`config.mk`:
```
export PLATFORM = sky130hd
export DESIGN_NAME = wb_regfile
export DESIGN_NICKNAME = d
export VERILOG_FILES = /design/src/rtl/wb_regfile.sv
export SDC_FILE = /design/constraint.sdc
export NUM_CORES = 2
export LEC_CHECK = 0
export CELL_PAD_IN_SITES_DETAIL_PLACEMENT = 1
export CELL_PAD_IN_SITES_GLOBAL_PLACEMENT = 1
export CORE_AREA = 2 2 355 357
export DETAILED_ROUTE_END_ITERATION = 16
export DIE_AREA = 0 0 357 359
export PLACE_DENSITY = 0.8
export SYNTH_ARGS = -nofsm -noshare
export SYNTH_HDL_FRONTEND = slang
export SYNTH_SLANG_ARGS = --single-unit
```
`constraint.sdc`:
```
create_clock -name clk -period 2.8 [get_ports clk]
set_input_delay 0.56 -clock clk [delete_from_list [all_inputs] [get_ports clk]]
set_output_delay 0.56 -clock clk [all_outputs]
set_load 0.1 [all_outputs]
```
`src/rtl/wb_regfile.sv`:
```
// Writeback stage: result select, 32 x XLEN integer register file with x0 tied to zero,
// two combinational decode read ports and a committed-write counter.
// Optional macro WB_BYPASS_EN forwards a same-cycle W-stage write to the read ports.
module wb_regfile #(
    parameter int XLEN  = 32,
    parameter int CNT_W = 32
) (
    input  logic             clk,
    input  logic             rst,
    input  logic             regWriteW,
    input  logic [1:0]       resultSrcW,
    input  logic [4:0]       RdW,
    input  logic [XLEN-1:0]  ALUResultW,
    input  logic [XLEN-1:0]  ReadDataW,
    input  logic [XLEN-1:0]  PCPlus4W,
    input  logic [XLEN-1:0]  extImmW,
    input  logic [4:0]       Rs1D,
    input  logic [4:0]       Rs2D,
    output logic [XLEN-1:0]  RD1D,
    output logic [XLEN-1:0]  RD2D,
    output logic [XLEN-1:0]  ResultW,
    output logic [CNT_W-1:0] wbCount
);

    localparam int NREGS = 32;
    localparam int NPORTS = 2;
    localparam logic [CNT_W-1:0] CNT_ONE = {{(CNT_W-1){1'b0}}, 1'b1};

    // Entry 0 is only ever cleared; reads of index 0 are forced to zero regardless.
    logic [XLEN-1:0]  regs_reg [NREGS];
    logic [CNT_W-1:0] wb_count_reg;
    logic [XLEN-1:0]  result_next;
    logic             commit_next;

    always_comb begin
        result_next = ALUResultW;
        unique case (resultSrcW)
            2'b00: result_next = ALUResultW;
            2'b01: result_next = ReadDataW;
            2'b10: result_next = PCPlus4W;
            2'b11: result_next = extImmW;
            default: result_next = ALUResultW;
        endcase
    end

    assign commit_next = regWriteW && (RdW != 5'd0);

    // Reset takes priority over a simultaneous commit, discarding the in-flight write.
    always_ff @(posedge clk) begin
        if (rst) begin
            for (int i = 0; i < NREGS; i++) begin
                regs_reg[i] <= '0;
            end
            wb_count_reg <= '0;
        end else if (commit_next) begin
            regs_reg[RdW] <= result_next;
            wb_count_reg  <= wb_count_reg + CNT_ONE;
        end
    end

    logic [4:0]      rs_idx  [NPORTS];
    logic [XLEN-1:0] rd_data [NPORTS];

    assign rs_idx[0] = Rs1D;
    assign rs_idx[1] = Rs2D;

    generate
        for (genvar gi = 0; gi < NPORTS; gi++) begin : g_read
            always_comb begin
                rd_data[gi] = '0;
                if (rs_idx[gi] != 5'd0) begin
`ifdef WB_BYPASS_EN
                    if (rst) begin
                        rd_data[gi] = '0;
                    end else if (commit_next && (rs_idx[gi] == RdW)) begin
                        rd_data[gi] = result_next;
                    end else begin
                        rd_data[gi] = regs_reg[rs_idx[gi]];
                    end
`else
                    rd_data[gi] = regs_reg[rs_idx[gi]];
`endif
                end
            end
        end
    endgenerate

    assign RD1D    = rd_data[0];
    assign RD2D    = rd_data[1];
    assign ResultW = result_next;
    assign wbCount = wb_count_reg;

endmodule

```
==> results.json <==
{
  "slew_viol_final": 0,
  "violations": "negative setup slack",
  "ys_seq_elements": 1056,
  "htree_levels": 3,
  "largest_reg_flops": 1024,
  "gp_congestion": 0.886,
  "required_ns": 2.24,
  "r2r_start": "wbCount[4]",
  "cp_top_family": "multiplexers",
  "synth_area_per_cell_um2": 14.0,
  "fmax_ghz": 0.283,
  "grt_start_max_net_pins": 64,
  "drt_iter0_drc": 8988,
  "synth_top_cell_area_share_pct": 55.4,
  "async_reset_ff_share_pct": 0,
  "ir_worst_vdd_mv": 0.544,
  "period_minus_slack_ns": 3.54,
  "postRouteAntennaNets": 0,
  "finClkSkew_ns": 0.0229,
  "cp_max_fo": 2,
  "wirelength_mm": 284,
  "clock_sinks": 1056,
  "setup_violations": 64,
  "ys_seq_area_share_pct": 56.6,
  "finalWorstSetupSlack_ns": -0.740,
  "grt_antenna_before_repair": 15,
  "row_count": 130,
  "root_buffer": "clkbuf_16",
  "cts_max_path_buffers": 3,
  "final_layout_size_suffix_gt1_share_pct": 41.4,
  "nFillCells": 11384,
  "synth_edf_count": 1024,
  "status": "complete, but fails checks",
  "numCtsBuffers": 114,
  "worst-path-stages": 5,
  "die-area_um2": 128000,
  "ctsHoldBuffers": 0,
  "yosysWarnings": 0,
  "ioPinCount": 276,
  "holdWs_ns": 0.415,
  "path_cells": "mux4_2 > mux2_4 > o21ai_4 > a311oi_4 > buf_12",
  "cts.clk_slew.worst_paths_ns": 0.07,
  "cp_slowest_stage_delay_ns": 0.61,
  "fin_nets": 4808,
  "grt_pass1_wl_mm": 357,
  "core_um2": 125000,
  "min_path_type": "input port to register",
  "synthCells": 3973,
  "max_slew_margin_pct": 19.3,
  "synth.distinct_cells": 56,
  "r2r_end": "wbCount[27]",
  "synthFlopType": "edfxtp_1",
  "synthToLayoutAreaGrowth_pct": 33.1,
  "maxCapViolations": 0,
  "routed_via_density": 7.52,
  "dpl.cell_count": 6129,
  "path_buf_inv": 1,
  "endpoint_kind": "output port",
  "syn_area_um2": 55500,
  "arrival_ns": 2.98,
  "synth.largest_area_cell": "edfxtp_1",
  "rr_worst_depth": 4,
  "grt_setup_unrepaired": "true",
  "synth.area.top_cells": "edfxtp_1, mux4_2, nor2_1",
  "hold_end": "wbCount[1]",
  "io_buffers": 275,
  "clkLatencyLatePin_ns": 0.76,
  "tightest_slew_ns": 1.21,
  "die_w_um": 357,
  "powerDensity_nw_per_um2": 608,
  "r2r_slack_ns": 0.77,
  "grt.total_usage_pct": 39.3,
  "slowest_stage": "edfxtp_1",
  "pre_cts_slack_ns": -0.635,
  "gr-total-overflow": 0,
  "place_hpwl_mm": 154,
  "grt_pass1_vias": 48224,
  "final_cell_count_no_fill": 6414,
  "start_util_pct": 44.5,
  "wl_per_cell_um": 44.3,
  "hold_viol_final": 0,
  "whs_path_depth": 3,
  "start_kind": "register",
  "cts_tree": "done",
  "p_leak_nw": 27.1,
  "dr.pass1.iters": 7,
  "hold_start": "rst",
  "fin_crit_sh_pct": 126,
  "vias": 48205,
  "drc": 0,
  "die_h_um": 359,
  "worstSetupPathType": "register to output port"
}
==> through the flow <==
step	cell area, um^2	power, mW	utilization (%)	setup TNS, ns
final	73800	44.9	59.2	-26.34
after global routing	73800	45.2	59.2	-25.52
after CTS	72300	43.3	58.1	-17.01
after detailed placement	66900	27.6	53.7	-27.85
after global placement	66900	27.2	53.7	-23.56
after floorplan	56400	23.7	-	-21.18
==> metal layers <==
metal / vias up / global-route usage [%] / share of wire [%]
li1: 16634 / - / -
met1: 23502 / 45.7 / 29
met2: 5856 / 59.9 / 43
met3: 2189 / 13.5 / 17
met4: 24 / 29.9 / 11
met5: - / 0 / 0.094
==> cells in the final DEF, fill, tap and decap left out, types with 31 or more instances in the layout <==
master and instances:
o21ai_2 68, inv_1 37, mux4_2 448, a221oi_2 34, a22oi_1 35, mux2_2 47
a311oi_4 64, conb_1 32, o21ai_4 41, buf_4 476, edfxtp_1 1024, nand2_1 42
nand2b_2 33, a211oi_2 51, buf_12 244, mux2i_1 155, mux2_4 49, clkbuf_16 131
buf_6 63, dfxtp_1 32, clkdlybuf4s50_1 134, o21ai_1 52, nand2_2 31, nor2_1 1005
==> cell usage after synthesis (all sizes together) (2+ instances only) <==
cell type and number:
or3 13, and3 4, nor3 3, a22oi 64, nand4 9, and4 7, dfxtp 32, or2 3
nor4 4, o2111ai 4, nor3b 4, o21ai 173, o211ai 2, mux2 103, clkbuf 216, xor2 2
nor2b 32, and2 48, nor2 1007, a221oi 64, a21oi 21, mux4 448, nand2 73, a211oi 64
inv 38, edfxtp 1024, or4 11, nand2b 33, nand3 7, mux2i 161, nor4bb 2, a311oi 64
o31ai 9, buf 217
==> worst max path at each step <==
| stage | startpoint | endpoint | slack, ns |
|---|---|---|---|
| 3_3_place_gp | Rs2D[3] | RD2D[23] | -0.59 |
| 2_1_floorplan | Rs1D[1] | RD1D[2] | -0.34 |
| 5_1_grt | regs_reg[13][16] | RD1D[16] | -0.65 |
| 6_report | regs_reg[13][16] | RD1D[16] | -0.74 |
| 3_5_place_dp | Rs2D[3] | RD2D[19] | -0.64 |
| 4_1_cts | regs_reg[13][3] | RD1D[3] | -0.33 |
==> layout make-up <==
cell class              instances  area, um^2  area share [%]
diodes                          6        15.0          0.0203
clock buffers                 138        2940            3.99
clock inverters                77         772            1.05
inverters                      39         151           0.205
multi-input cells            2480       24700            33.4
flip-flops and latches       1056       31400            42.5
well taps                    1650        2060            2.80
repair buffers                968       11800            16.0
==> power breakdown <==
part           internal, mW  leakage (nW)  switching, mW
sequential             18.2          10.0          0.701
clock                  8.63          1.82           7.37
combinational          4.00          15.3           6.01
total                  30.8          27.1           14.1
==> tightest hold or removal path, stage by stage <==
cell,delay (ns)
buf_4,0.15
buf_4,0.27
nor2_1,0.14
==> logic make-up (layout without fill, tap and decap cells) <==
family	count (synthesis)	after routing	synth area share, %
other	1	38	0.00676
buffers and inverters	472	1222	4.28
adder cells (fa/ha/maj)	1	1	0.0226
AND/OR/NAND/NOR	1263	1267	9.51
multiplexers	712	712	23.2
AO/OA/AOI/OAI	465	465	6.36
XOR/XNOR	3	3	0.0474
flip-flops	1056	1056	56.6
==> repair_timing <==
item	in CTS	in global routing
gates cloned	6	20
resized for setup	380	148
pin swaps	63	76
setup endpoints to repair	64	64
setup buffers	23	39
(Power assumes the default switching activity.)
